--- config.mk ---
export PLATFORM = sky130hd
export DESIGN_NAME = i2s_rx
export DESIGN_NICKNAME = d
export VERILOG_FILES = /design/src/rtl/i2s_rx.sv
export SDC_FILE = /design/constraint.sdc
export NUM_CORES = 1
export LEC_CHECK = 0
export BUFFER_PORTS_ARGS = -buffer_cell sky130_fd_sc_hd__buf_2
export CAP_MARGIN = 20
export CORE_MARGIN = 10
export CORE_UTILIZATION = 61
export CTS_CLUSTER_SIZE = 40
export DETAILED_ROUTE_END_ITERATION = 8
export PLACE_DENSITY = 0.83
export SETUP_SLACK_MARGIN = 0.02
export SLEW_MARGIN = 20
export SYNTH_ARGS = -nofsm -noshare
export SYNTH_HDL_FRONTEND = slang
export SYNTH_SLANG_ARGS = --single-unit
--- constraint.sdc ---
create_clock -name bclk -period 3.2 [get_ports bclk]
set_clock_uncertainty 0.05 [all_clocks]
set_input_delay 0.16 -clock bclk [delete_from_list [all_inputs] [get_ports bclk]]
set_output_delay 0.16 -clock bclk [all_outputs]
set_load 0.01 [all_outputs]
--- src/rtl/i2s_rx.sv ---
// I2S (Philips) receiver, bclk domain.
// Deserialises stereo pairs and hands them out over valid/ready.
module i2s_rx #(
  parameter int BITSIZE  = 24,
  parameter int SLOTBITS = 32
) (
  input  logic               bclk,
  input  logic               rst,
  input  logic               lrclk,
  input  logic               sdata,
  output logic [BITSIZE-1:0] left_chan,
  output logic [BITSIZE-1:0] right_chan,
  output logic               out_valid,
  input  logic               out_ready,
  output logic               locked,
  output logic               frame_err,
  output logic               overrun,
  input  logic               err_clr
);

  localparam int PW = $clog2(2*SLOTBITS) + 1;

  typedef enum logic {
    SYNC = 1'b0,
    RUN  = 1'b1
  } state_t;

  state_t             state_q;
  logic               lrclk_q;
  logic [PW-1:0]      pos_q;
  logic [BITSIZE-1:0] sreg_q;
  logic [BITSIZE-1:0] lhold_q;
  logic               lfresh_q;

  logic lr_edge_d;
  logic full_d;
  logic cap_d;
  logic run_d;
  logic pair_d;
  logic err_d;
  logic accept_d;
  logic load_d;

  assign lr_edge_d = lrclk ^ lrclk_q;
  assign full_d    = (pos_q == PW'(SLOTBITS-1));
  assign cap_d     = !lr_edge_d && (pos_q < PW'(BITSIZE));
  assign run_d     = (state_q == RUN);
  assign pair_d    = lr_edge_d && run_d && lrclk_q
                   && full_d && lfresh_q;
  assign err_d     = lr_edge_d && run_d && !full_d;
  assign accept_d  = out_valid && out_ready;
  assign load_d    = pair_d && (!out_valid || out_ready);

  always_ff @(posedge bclk or negedge rst) begin
    if (!rst) begin
      state_q    <= SYNC;
      lrclk_q    <= 1'b0;
      pos_q      <= '0;
      sreg_q     <= '0;
      lhold_q    <= '0;
      lfresh_q   <= 1'b0;
      left_chan  <= '0;
      right_chan <= '0;
      out_valid  <= 1'b0;
      locked     <= 1'b0;
      frame_err  <= 1'b0;
      overrun    <= 1'b0;
    end else begin
      lrclk_q <= lrclk;

      if (lr_edge_d) begin
        pos_q <= '0;
      end else if (pos_q != '1) begin
        pos_q <= pos_q + 1'b1;
      end

      if (cap_d) begin
        sreg_q <= (sreg_q << 1) | BITSIZE'(sdata);
      end

      unique case (state_q)
        SYNC: begin
          lfresh_q <= 1'b0;
          if (lr_edge_d && !lrclk) begin
            state_q <= RUN;
            locked  <= 1'b1;
          end
        end
        RUN: begin
          if (lr_edge_d) begin
            if (!full_d) begin
              lfresh_q <= 1'b0;
              // a bad close on a falling edge relocks right here
              if (lrclk) begin
                state_q <= SYNC;
                locked  <= 1'b0;
              end
            end else if (!lrclk_q) begin
              lhold_q  <= sreg_q;
              lfresh_q <= 1'b1;
            end else begin
              lfresh_q <= 1'b0;
            end
          end
        end
        default: begin
          state_q <= SYNC;
          locked  <= 1'b0;
        end
      endcase

      if (err_d) begin
        frame_err <= 1'b1;
      end else if (err_clr) begin
        frame_err <= 1'b0;
      end

      if (load_d) begin
        left_chan  <= lhold_q;
        right_chan <= sreg_q;
        out_valid  <= 1'b1;
      end else if (accept_d) begin
        out_valid <= 1'b0;
      end

      if (pair_d && out_valid && !out_ready) begin
        overrun <= 1'b1;
      end else if (err_clr) begin
        overrun <= 1'b0;
      end
    end
  end

endmodule

Word-level counts from Yosys, hierarchy flattened
Index checks and enable logic that the tools add are counted.
{"block": "totals", "ff_bits": 110, "input_bits": 6, "out_inout_bits": 52, "elab_cells": 68}
{"block": "op_classes", "addsub": 1, "order_cmp": 1, "n_eq_ne": 6, "n_mux": 21, "bitwise_logic": 4, "n_reduce_logical": 23}
{"operator": "24-bit by 1-bit OR with 24-bit output", "n": 1}
{"operator": "1-bit two-way mux", "n": 16}
{"operator": "7-bit two-way mux", "n": 2}
{"operator": "1-bit logical AND", "n": 11}
{"operator": "4-bit AND reduction", "n": 2}
{"operator": "2-bit nonzero test", "n": 4}
{"operator": "7-bit by 1-bit adder with 7-bit output (second input constant)", "n": 1}
{"operator": "7-bit by 5-bit == test with 1-bit output (second input constant)", "n": 1}
{"operator": "7-bit by 5-bit < comparator with 1-bit output (second input constant)", "n": 1}
{"operator": "7-bit inequality test (second input constant)", "n": 1}
{"operator": "2-bit inequality test (second input constant)", "n": 3}
{"operator": "1-bit case mux with 2 select lines", "n": 3}
{"operator": "1-bit zero test", "n": 5}
{"operator": "2-bit by 1-bit inequality test with 1-bit output (second input constant)", "n": 1}
{"operator": "1-bit inverter", "n": 2}
{"operator": "1-bit logical OR", "n": 1}
{"operator": "1-bit bitwise XOR", "n": 1}

Logic depth before layout (Yosys ltp)
{"block": "depth", "depth_word": 8, "depth_mapped": 7, "ltp_nobuf": 5}

Worst setup path before layout
OpenSTA, ideal clock, no wires.
{"block": "synth_timing", "path_kind": "register -> register", "from": "reg lrclk_q", "to": "reg left_chan[0]", "setup_ps": 127, "t_arrival_ps": 1852, "t_required_ps": 3023, "setup_slack_ps": 1170, "path_stages_with_launch": 7, "n_path_buf": 2, "synth_period_minus_slack_ps": 2030, "path_cell_list": "dfrtp_1 -> ha_1 -> nand4b_1 -> nor4b_4 -> buf_6 -> buf_6 -> mux2_1"}
{"block": "synth_via", "elab_chain_cells": 6}
{"element": "from (decl)", "line": "29", "rtl": "logic lrclk_q;"}
{"element": "from (signal assigned)", "line": "69", "rtl": "lrclk_q <= lrclk;"}
{"element": "1-bit bitwise XOR", "line": "44", "rtl": "assign lr_edge_d = lrclk ^ lrclk_q;"}
{"element": "1-bit logical AND", "line": "48", "rtl": "assign pair_d = lr_edge_d && run_d && lrclk_q"}
{"element": "1-bit logical AND (*)", "line": "48"}
{"element": "1-bit logical AND (*) (2 in a row)", "line": "49", "rtl": "&& full_d && lfresh_q;"}
{"element": "1-bit logical AND (*)", "line": "52", "rtl": "assign load_d = pair_d && (!out_valid || out_ready);"}
{"element": "to (signal assigned)", "line": "119", "rtl": "left_chan <= lhold_q;"}
{"element": "to (decl)", "line": "11", "rtl": "output logic [BITSIZE-1:0] left_chan,"}
Every way passes the cells marked *; elsewhere a longest branch is shown, timed or not.
A chain may end at the register's enable or synchronous reset.

Worst setup path in the final report
{"block": "layout_timing", "from": "in lrclk", "to": "reg left_chan[23]"}
{"block": "layout_via", "elab_chain_cells": 6}
{"element": "from (decl)", "line": "9", "rtl": "input logic lrclk,"}
{"element": "1-bit bitwise XOR", "line": "44"}
{"element": "1-bit logical AND (2 in a row)", "line": "48"}
{"element": "1-bit logical AND (2 in a row)", "line": "49"}
{"element": "1-bit logical AND", "line": "52"}
No other way between the ends.

==> impl_metrics.ini <==
[yosys]
synthCells = 269
avgSynthCellArea_sq_um = 15.8
synth_seq_area_share_pct = 64.6
yosysWarnings = 0
synth_cell_type_count = 31
synth_nets = 278
synth-seq-cells = 110
netlist_area_sq_mm = 0.00426

[layout]
fin_area_sq_mm = 0.00490
final_nets = 346
diodes = 0
final_cells = 438
drive_above_1_share_pct = 46.2
area_growth_pct = 15.1
fin_util_pct = 72.2

[place]
place_ws_ns = 0.874
gp_congestion = 0.780
dpl.cell_count = 418
dpl_cell_area_sq_mm = 0.00465
hpwlAfterDp_um = 5030
port_buffers = 57

[worst_setup_path]
required_ns = 3.40
crit_path_max_fanout = 25
start_kind = input pin
path_class = in -> reg
reg2reg_depth = 5
critical_path_arrival_ns = 2.67
end_kind = flop

[routing]
drc = 0
via_count = 2419
drtAntennaViolNets = 0
vias_per_cell = 5.52
wire_per_inst_um = 17.1
routed_wl_um = 7500
first_pass_iters = 4
detail_route.iter0.violations = 71

[floorplan]
die_area_sq_mm = 0.0107
num_rows = 30
dieHeight_um = 104
io_pins = 58
coreArea_sq_mm = 0.00679
die_w_um = 104
start_util_pct = 62.7

[timing]
timing.final.crit_share_pct = 77.0
tightest_slew_ns = 0.945
hold_slack_ns = 0.0400
rsz0062_at_grt = no
maxSlewHeadroom_pct = 37.0
drv_slew = 0
layout_setup_ws_ns = 0.735
fin_setup_tns_ns = 0
setup_viol = 0
min_period_ns = 2.47
fmax_mhz = 406
hold_viol_final = 0

[power_and_ir_drop]
finalPower_mw = 2.83
p_leak_nw = 2.62
irDropWorstVdd_v = 0.000294
p_per_area_mw_per_mm2 = 577

[grt]
grt_overflow = 0
met2_usage_pct = 22.3
top_usage_layer = met2
grt_start_max_net_pins = 81
grtUsageMet1_pct = 17.7
grt_pass1_vias = 2596
gr-usage-met3_pct = 4.52
grt_first_pass_wirelength_um = 12800
grt_antenna_before_repair = 0
grt_usage_pct = 14.1

[clock_network]
clock_path_buffers = 2
tritoncts = done
path_clk_slew_ns = 0.10
cts.sinks = 110
insertion_delay_ns = 0.36
cts-root-buf = clkbuf_8
cts_resized = 0
h-tree-depth = 3
cts_buffers = 9

[run]
maxCapViolCount = 0

[run_status]
status = finished, final reports clean

[hold_path]
whs_path_depth = 3
min_path_type = in -> reg
==> final cells by class <==
class                   count  area (sq um)
clock buffers              10           138
clock inverters             6          70.1
fillers                   439          1890
inverters                   4          15.0
multi-input cells         145          1420
flip-flops and latches    110          2750
well taps                  96           120
repair buffers             67           385
==> power by group <==
group	total [mW]	internal, mW	leakage [nW]	switching, mW
Combinational	0.263	0.154	1.04	0.109
Clock	0.857	0.389	0.100	0.468
Sequential	1.71	1.55	1.48	0.162
==> synth_stat cells <==
cell type,instances,area (sq um)
nand4b_1,1,8.76
or3_1,1,6.26
nor2b_1,1,6.26
and3_1,2,12.5
nor2_1,5,18.8
buf_6,3,33.8
nand2b_1,2,12.5
and4_1,2,17.5
dfrtp_1,110,2750
a31oi_1,3,18.8
a21oi_1,5,25.0
nand2_1,7,26.3
and3b_1,1,8.76
nor4b_4,1,23.8
nand4_2,1,12.5
a32oi_1,1,8.76
or2_1,1,6.26
mux2_2,76,856
clkbuf_1,1,3.75
nor3_2,1,10.0
o2bb2ai_1,1,8.76
mux2_1,20,225
nand3_1,3,15.0
buf_4,4,30.0
ha_1,3,37.5
buf_2,2,10.0
o21ai_0,3,15.0
inv_1,4,15.0
a22o_1,1,8.76
nand4_1,1,6.26
mux2i_1,2,20.0
==> critical path: stages <==
cell,delay [ns]
dlygate4sd3_1,0.52
buf_2,0.15
inv_1,0.06
ha_1,0.44
nand4b_1,0.32
nor4b_4,0.26
buf_4,0.36
mux2_2,0.38
==> routing by layer <==
metal	vias up	share of wire (%)
li1	1100	-
met1	1260	44
met2	50	49
met3	9	5.5
met4	0	1.2
met5	-	0
==> kinds of logic after synthesis <==
family	synth area share [%]
fa+ha+maj	0.881
flops	64.6
buf+inv	2.17
simple gates	4.49
compound gates	2.00
mux	25.8
==> flip-flops by register name (all words and copies together), names as in the netlist <==
name	flops
left_chan	24
lfresh_q	1
pos_q	7
sreg_q	24
frame_err	1
right_chan	24
run_d	1
overrun	1
lrclk_q	1
locked	1
out_valid	1
lhold_q	24
==> worst paths after layout <==
check	start	to	slack, ns
max in group asynchronous	rst	right_chan[22]	1.87
min	out_ready	out_valid	0.04
min reg2reg	left_chan[5]	left_chan[5]	0.44
max	lrclk	left_chan[23]	0.73
max reg2reg	lrclk_q	left_chan[23]	0.84
min in group asynchronous	rst	left_chan[0]	0.45
==> cells in the final DEF (no fill, tap or decap), drive strengths merged <==
master	instances
a21oi	5
mux2	96
nand4b	1
inv	5
ha	3
o2bb2ai	1
nand2b	2
nor2	5
a32oi	1
clkinvlp	2
bufinv	1
nand3	3
nor4b	1
dfrtp	110
a31oi	3
clkinv	2
a22o	1
clkbuf	10
or3	1
mux2i	2
nand4	2
dlygate4sd3	4
and3b	1
o21ai	3
nor3	1
nor2b	1
nand2	7
or2	1
buf	63
and3	2
and4	2
==> repair_timing <==
action	4_1_cts	5_1_grt
hold buffers	4	0
hold endpoints to repair	83	0
endpoints found under the setup margin	0	0
setup buffers	0	0
Power figures use the tool's default switching activity.
